[src/rtl/rf_debug_dumper_pkg.sv]
// rtl/rf_debug_dumper_pkg.sv - shared types and defaults for the register file debug dumper
//
// Purpose: FSM state encoding and the default geometry shared with RegFile.
// Ports:   none (package).
package rf_debug_dumper_pkg;

  // Default geometry; must track the RegFile instance being dumped.
  localparam int RF_WIDTH   = 32;
  localparam int RF_DEPTH_B = 5;
  localparam int RF_DEPTH   = 32;

  typedef enum logic [1:0] {
    ST_IDLE  = 2'd0,
    ST_FETCH = 2'd1,
    ST_SEND  = 2'd2,
    ST_DONE  = 2'd3
  } dump_state_t;

endpackage

[src/rtl/rf_debug_dumper.sv]
// rtl/rf_debug_dumper.sv - walks the RegFile debug port and streams {index, value} beats
//
// Purpose: on dump_start, reads every register index 0..DEPTH-1 through the
//          debug read port and emits one beat per register on a valid/ready
//          stream (zero-valued registers optionally suppressed).
// Ports:
//   clk, rstn                 clock, asynchronous active-low reset
//   dump_start, dump_abort    level controls (start sampled in IDLE only)
//   debug_reg_ra/_rd          RegFile debug read address / combinational data
//   out_valid/ready/idx/data  beat stream
//   busy                      dump in progress (FETCH/SEND)
//   done                      one-cycle pulse after the last index
module rf_debug_dumper
  import rf_debug_dumper_pkg::*;
#(
  parameter int WIDTH     = RF_WIDTH,
  parameter int DEPTH_B   = RF_DEPTH_B,
  parameter int DEPTH     = RF_DEPTH,
  parameter int SKIP_ZERO = 0
) (
  input  logic               clk,
  input  logic               rstn,
  input  logic               dump_start,
  input  logic               dump_abort,
  output logic [DEPTH_B-1:0] debug_reg_ra,
  input  logic [WIDTH-1:0]   debug_reg_rd,
  output logic               out_valid,
  input  logic               out_ready,
  output logic [DEPTH_B-1:0] out_idx,
  output logic [WIDTH-1:0]   out_data,
  output logic               busy,
  output logic               done
);

  localparam logic [DEPTH_B-1:0] LAST_IDX = DEPTH_B'(DEPTH - 1);

  dump_state_t        state_q, state_d;
  logic [DEPTH_B-1:0] cnt_q, cnt_d;
  logic               out_valid_q, out_valid_d;
  logic [DEPTH_B-1:0] out_idx_q, out_idx_d;
  logic [WIDTH-1:0]   out_data_q, out_data_d;

  logic at_last;
  logic skip_beat;

  // End test is an equality, so cnt never wraps even when DEPTH < 2**DEPTH_B.
  assign at_last   = (cnt_q == LAST_IDX);
  assign skip_beat = (SKIP_ZERO != 0) && (debug_reg_rd == '0);

  // State and datapath registers.
  always_ff @(posedge clk or negedge rstn) begin
    if (!rstn) begin
      state_q     <= ST_IDLE;
      cnt_q       <= '0;
      out_valid_q <= 1'b0;
      out_idx_q   <= '0;
      out_data_q  <= '0;
    end else begin
      state_q     <= state_d;
      cnt_q       <= cnt_d;
      out_valid_q <= out_valid_d;
      out_idx_q   <= out_idx_d;
      out_data_q  <= out_data_d;
    end
  end

  // Next-state logic; abort overrides every transition.
  always_comb begin
    state_d = state_q;
    if (dump_abort) begin
      state_d = ST_IDLE;
    end else begin
      case (state_q)
        ST_IDLE:  if (dump_start) state_d = ST_FETCH;
        ST_FETCH: begin
          if (skip_beat) state_d = at_last ? ST_DONE : ST_FETCH;
          else           state_d = ST_SEND;
        end
        ST_SEND:  if (out_ready) state_d = at_last ? ST_DONE : ST_FETCH;
        ST_DONE:  state_d = ST_IDLE;
        default:  state_d = ST_IDLE;
      endcase
    end
  end

  // Datapath next values. The read value is captured in FETCH only, so a
  // later pipeline write to the same index is not seen by this dump.
  always_comb begin
    cnt_d       = cnt_q;
    out_valid_d = out_valid_q;
    out_idx_d   = out_idx_q;
    out_data_d  = out_data_q;
    if (dump_abort) begin
      cnt_d       = '0;
      out_valid_d = 1'b0;
    end else begin
      case (state_q)
        ST_IDLE: if (dump_start) cnt_d = '0;
        ST_FETCH: begin
          out_data_d = debug_reg_rd;
          out_idx_d  = cnt_q;
          if (skip_beat) begin
            if (!at_last) cnt_d = cnt_q + DEPTH_B'(1);
          end else begin
            out_valid_d = 1'b1;
          end
        end
        ST_SEND: begin
          // out_valid_q is always high here, so out_ready alone completes the beat.
          if (out_ready) begin
            out_valid_d = 1'b0;
            if (!at_last) cnt_d = cnt_q + DEPTH_B'(1);
          end
        end
        ST_DONE: cnt_d = '0;
        default: cnt_d = '0;
      endcase
    end
  end

  // Outputs decoded from registered state only, so they are glitch-free.
  always_comb begin
    busy = (state_q == ST_FETCH) || (state_q == ST_SEND);
    done = (state_q == ST_DONE);
  end

  assign debug_reg_ra = cnt_q;
  assign out_valid    = out_valid_q;
  assign out_idx      = out_idx_q;
  assign out_data     = out_data_q;

endmodule

[config.mk]
export PLATFORM = sky130hd
export DESIGN_NAME = rf_debug_dumper
export DESIGN_NICKNAME = d
export VERILOG_FILES = /design/src/rtl/rf_debug_dumper_pkg.sv /design/src/rtl/rf_debug_dumper.sv
export SDC_FILE = /design/constraint.sdc
export NUM_CORES = 1
export LEC_CHECK = 0
export CORE_ASPECT_RATIO = 0.9
export CORE_MARGIN = 8
export CORE_UTILIZATION = 41
export DETAILED_ROUTE_END_ITERATION = 12
export PLACE_DENSITY = 0.79
export SLEW_MARGIN = 10
export SYNTH_ARGS = -nofsm -noshare
export SYNTH_HDL_FRONTEND = slang
export SYNTH_SLANG_ARGS = --single-unit
[constraint.sdc]
create_clock -name clk -period 3 [get_ports clk]
set_input_delay 0.75 -clock clk [delete_from_list [all_inputs] [get_ports clk]]
set_output_delay 0.75 -clock clk [all_outputs]
set_load 0.01 [all_outputs]
==> impl_metrics.py <==
metrics = {
    "run_status": {
        "run_status": "finished clean",
    },
    "logic_synthesis": {
        "synth.lib_cells_used.distinct": 22,
        "mappedNetlistArea_sq_um": 1861,
        "synth.avg_cell_area_sq_um": 13.99,
        "netlist.top_cell.by_area": "sky130_fd_sc_hd__dfrtp_1",
        "post_synth_main_area_contributors": "sky130_fd_sc_hd__dfrtp_1 61%, sky130_fd_sc_hd__mux2_2 18%, sky130_fd_sc_hd__mux2_1 4.2%, sky130_fd_sc_hd__ha_1 4.0%, sky130_fd_sc_hd__a21oi_1 1.6%",
        "post_synthesis_instance_total": 133,
        "postSynthNetCount": 176,
        "ys_seq_area_share_pct": 60.52,
        "synth_seq_cells": 45,
        "netlist.area_leader.share_pct": 60.52,
        "ys.warnings.count": 0,
    },
    "timing": {
        "achievable-frequency_ghz": 0.4196,
        "setup_violations": 0,
        "fin_worst_skew_ns": 0.003944,
        "timing_worst_slew_pin_value_ns": 0.9741,
        "slew_violations": 0,
        "finalCritPeriodShare_pct": 79.43,
        "finalWorstPathRequiredPeriod_ns": 2.383,
        "worst_slew_margin_relative_to_its_limit_pct": 35.06,
        "finalHoldWorstSlack_ns": 0.4873,
        "rsz0062_at_grt": "no",
        "hold_viol": 0,
        "setup-tns-final_ns": 0,
    },
    "critical_path": {
        "worst_r2r_endpoint": "debug_reg_ra[3]",
        "critPathCaptureType": "register",
        "arrival_ns": 2.59,
        "setup.worst_path.start_class": "register",
        "crit_path_max_fanout": 6,
        "worstPathRequired_ns": 3.21,
        "worstRegToRegCells": 7,
        "criticalPathCategory": "reg -> reg",
        "r2r_setup_slack_ns": 0.62,
        "crit-reg2reg-launch": "debug_reg_ra[0]",
    },
    "min_path": {
        "whs_endpoint": "out_data[10]",
        "hold_path_class": "reg -> reg",
        "min_path_cells": 1,
        "startpoint_of_the_lowest_slack_hold_path": "out_data[10]",
    },
    "floorplan": {
        "fp-row-count": 23,
        "chipHeight_um": 79.91,
        "floorplan.initialDensity_pct": 42.26,
        "dieWidth_um": 87.01,
        "die_area_sq_um": 6952,
        "io_pins": 82,
        "core_area_sq_um": 4403,
    },
    "clocking": {
        "cts_resized": 0,
        "cts.sink_count": 45,
        "cts_tree": "built",
        "cts_buffers": 5,
        "clkSlewWorstSetupHoldPaths_ns": 0.08,
        "number_of_buffers_inserted_by_post_cts_setup_repair": 0,
        "cts.htree.levels": 2,
        "hold_buffers": 0,
        "cts-root-to-sink-buffers": 2,
        "root_buffer": "sky130_fd_sc_hd__clkbuf_8",
        "insertion_delay_ns": 0.29,
    },
    "global_routing": {
        "grt_max_degree": 46,
        "via_count_of_the_first_global_routing_pass": 1368,
        "global_route_wire_length_before_repair_um": 7107,
        "global_route.usage.total_pct": 13.30,
        "antenna_found_initial": 0,
        "gr-max-usage-layer": "met2",
        "grt.overflow.total": 0,
        "globalRouteMet2Util_pct": 21.27,
        "grt_use_met3_pct": 4.218,
        "met1_usage_pct": 16.48,
    },
    "power_and_ir_drop": {
        "power-per-cell-area_nw_per_um2": 844.5,
        "cellInternalPower_mw": 1.739,
        "total_leakage_power_nw": 1.208,
        "peak_supply_drop_v": 0.0005240,
        "power.combinational.fraction_pct": 41.5,
        "power.net_switching_mw": 0.6827,
        "clockPowerShare_pct": 19.2,
        "seq_power_share_pct": 39.2,
        "netSwitchingFraction_pct": 28.19,
    },
    "final_layout": {
        "final_net_count": 260,
        "finalCoreUtilization_pct": 65.13,
        "layout-area-overhead-vs-synth_pct": 54.14,
        "antenna_cells": 0,
        "post_route_cells_drive_above_1_share_pct": 19.27,
        "fill_cells": 339,
    },
    "routing": {
        "post-route-drc-count": 0,
        "initialDrtViolationCount": 40,
        "route.antenna.remaining_nets": 0,
        "vias_after_detailed_routing": 1321,
        "dr_wl_cell_um": 16.23,
        "routed_via_density": 4.718,
        "routed_wl_um": 4545,
        "drt-pass1-iter-count": 4,
    },
    "placed_design": {
        "place_congestion": 0.7338,
        "hpwl_um": 3505,
        "io_buffers": 81,
    },
    "job": {
        "drv_cap": 0,
    },
}
-- state kept, by name (all words and copies together), names as in the netlist --
register / cells
out_data: 32
out_valid: 1
state_q: 2
out_idx: 5
debug_reg_ra: 5
-- power by group through the flow --
stage	Clock, mW	Combinational [mW]	Sequential, mW
detailed placement	0	1.02	0.968
global placement	0	1.01	0.951
global route	0.509	1.07	0.984
CTS	0.478	1.02	0.954
floorplan	0	0.299	1.07
finish	0.466	1.01	0.950
-- cells in the final DEF, fill, tap and decap left out --
cell	Yosys	final
sky130_fd_sc_hd__a211oi_1	1	1
sky130_fd_sc_hd__mux2_2	30	30
sky130_fd_sc_hd__clkbuf_1	2	1
sky130_fd_sc_hd__clkbuf_8	0	6
sky130_fd_sc_hd__or4b_1	1	1
sky130_fd_sc_hd__mux2_1	7	7
sky130_fd_sc_hd__clkdlybuf4s50_1	0	80
sky130_fd_sc_hd__nor2_1	5	5
sky130_fd_sc_hd__nand2b_4	1	1
sky130_fd_sc_hd__ha_1	6	6
sky130_fd_sc_hd__and3_1	1	1
sky130_fd_sc_hd__nand3b_1	2	2
sky130_fd_sc_hd__nand3_1	5	5
sky130_fd_sc_hd__buf_2	4	1
sky130_fd_sc_hd__nor2b_4	0	1
sky130_fd_sc_hd__buf_4	0	1
sky130_fd_sc_hd__a21oi_1	6	6
sky130_fd_sc_hd__nand4b_1	1	1
sky130_fd_sc_hd__bufinv_16	0	1
sky130_fd_sc_hd__a211o_1	1	1
sky130_fd_sc_hd__dfrtp_1	45	45
sky130_fd_sc_hd__a31oi_1	2	2
sky130_fd_sc_hd__nor2b_1	2	1
sky130_fd_sc_hd__nand2_1	6	6
sky130_fd_sc_hd__inv_1	3	3
sky130_fd_sc_hd__a21o_1	1	1
sky130_fd_sc_hd__buf_12	0	1
sky130_fd_sc_hd__nor3_1	1	1
-- stage by stage --
| step | power [mW] | instances | setup WS [ns] | cell area (sq um) |
|---|---|---|---|---|
| after global routing | 2.562 | 280 | 0.4873 | 2868 |
| after detailed placement | 1.989 | 272 | 0.5000 | 2751 |
| after global placement | 1.959 | 272 | 0.5584 | 2751 |
| after CTS | 2.456 | 280 | 0.6310 | 2868 |
| after floorplan | 1.368 | 133 | 0.7802 | 1861 |
| final | 2.422 | 280 | 0.6170 | 2868 |
-- logic make-up after synthesis --
group,Yosys count,share of synthesized area [%]
AO/OA/AOI/OAI,11,3.565
adder cells (fa/ha/maj),6,4.035
multiplexers,37,22.39
buffers and inverters,9,2.085
flip-flops,45,60.52
AND/OR/NAND/NOR,25,7.397
-- worst max path at each step --
stage                 endpoint  cells after the start  slack (ns)            start
5_1_grt        debug_reg_ra[3]                      7        0.49  debug_reg_ra[0]
4_1_cts        debug_reg_ra[3]                      7        0.63  debug_reg_ra[0]
3_3_place_gp   debug_reg_ra[3]                      5        0.56        out_ready
6_report       debug_reg_ra[3]                      7        0.62  debug_reg_ra[0]
3_5_place_dp   debug_reg_ra[3]                      5        0.50        out_ready
2_1_floorplan  debug_reg_ra[3]                      7        0.78  debug_reg_ra[0]
-- synth_stat cells --
cell type,count
sky130_fd_sc_hd__nor3_1,1
sky130_fd_sc_hd__nand2b_4,1
sky130_fd_sc_hd__dfrtp_1,45
sky130_fd_sc_hd__nand3b_1,2
sky130_fd_sc_hd__a31oi_1,2
sky130_fd_sc_hd__nand2_1,6
sky130_fd_sc_hd__mux2_2,30
sky130_fd_sc_hd__and3_1,1
sky130_fd_sc_hd__clkbuf_1,2
sky130_fd_sc_hd__or4b_1,1
sky130_fd_sc_hd__nor2b_1,2
sky130_fd_sc_hd__a21o_1,1
sky130_fd_sc_hd__ha_1,6
sky130_fd_sc_hd__mux2_1,7
sky130_fd_sc_hd__a211o_1,1
sky130_fd_sc_hd__nor2_1,5
sky130_fd_sc_hd__nand3_1,5
sky130_fd_sc_hd__buf_2,4
sky130_fd_sc_hd__a21oi_1,6
sky130_fd_sc_hd__inv_1,3
sky130_fd_sc_hd__nand4b_1,1
sky130_fd_sc_hd__a211oi_1,1
-- layer usage --
| metal | vias up | share of wire (%) |
|---|---|---|
| li1 | 638 | - |
| met1 | 628 | 43 |
| met2 | 49 | 47 |
| met3 | 6 | 8.1 |
| met4 | 0 | 1.5 |
| met5 | - | 0 |
-- worst max-delay path: stages (launching register included) --
cell and delay [ns]:
sky130_fd_sc_hd__dfrtp_1 0.45, sky130_fd_sc_hd__ha_1 0.24, sky130_fd_sc_hd__and3_1 0.19, sky130_fd_sc_hd__ha_1 0.20, sky130_fd_sc_hd__nand2b_4 0.15, sky130_fd_sc_hd__a211o_1 0.37
sky130_fd_sc_hd__or4b_1 0.52, sky130_fd_sc_hd__a31oi_1 0.19
-- cell type report --
| cell class | count | area [sq um] | area share (%) |
|---|---|---|---|
| clock buffer | 7 | 86.33 | 3.010 |
| clock inverter | 1 | 30.03 | 1.047 |
| inverter | 3 | 11.26 | 0.3927 |
| multi-input combinational | 79 | 703.2 | 24.52 |
| sequential | 45 | 1126 | 39.27 |
| tap | 62 | 77.57 | 2.705 |
| timing repair buffer | 83 | 833.3 | 29.06 |
(Power assumes the default switching activity.)
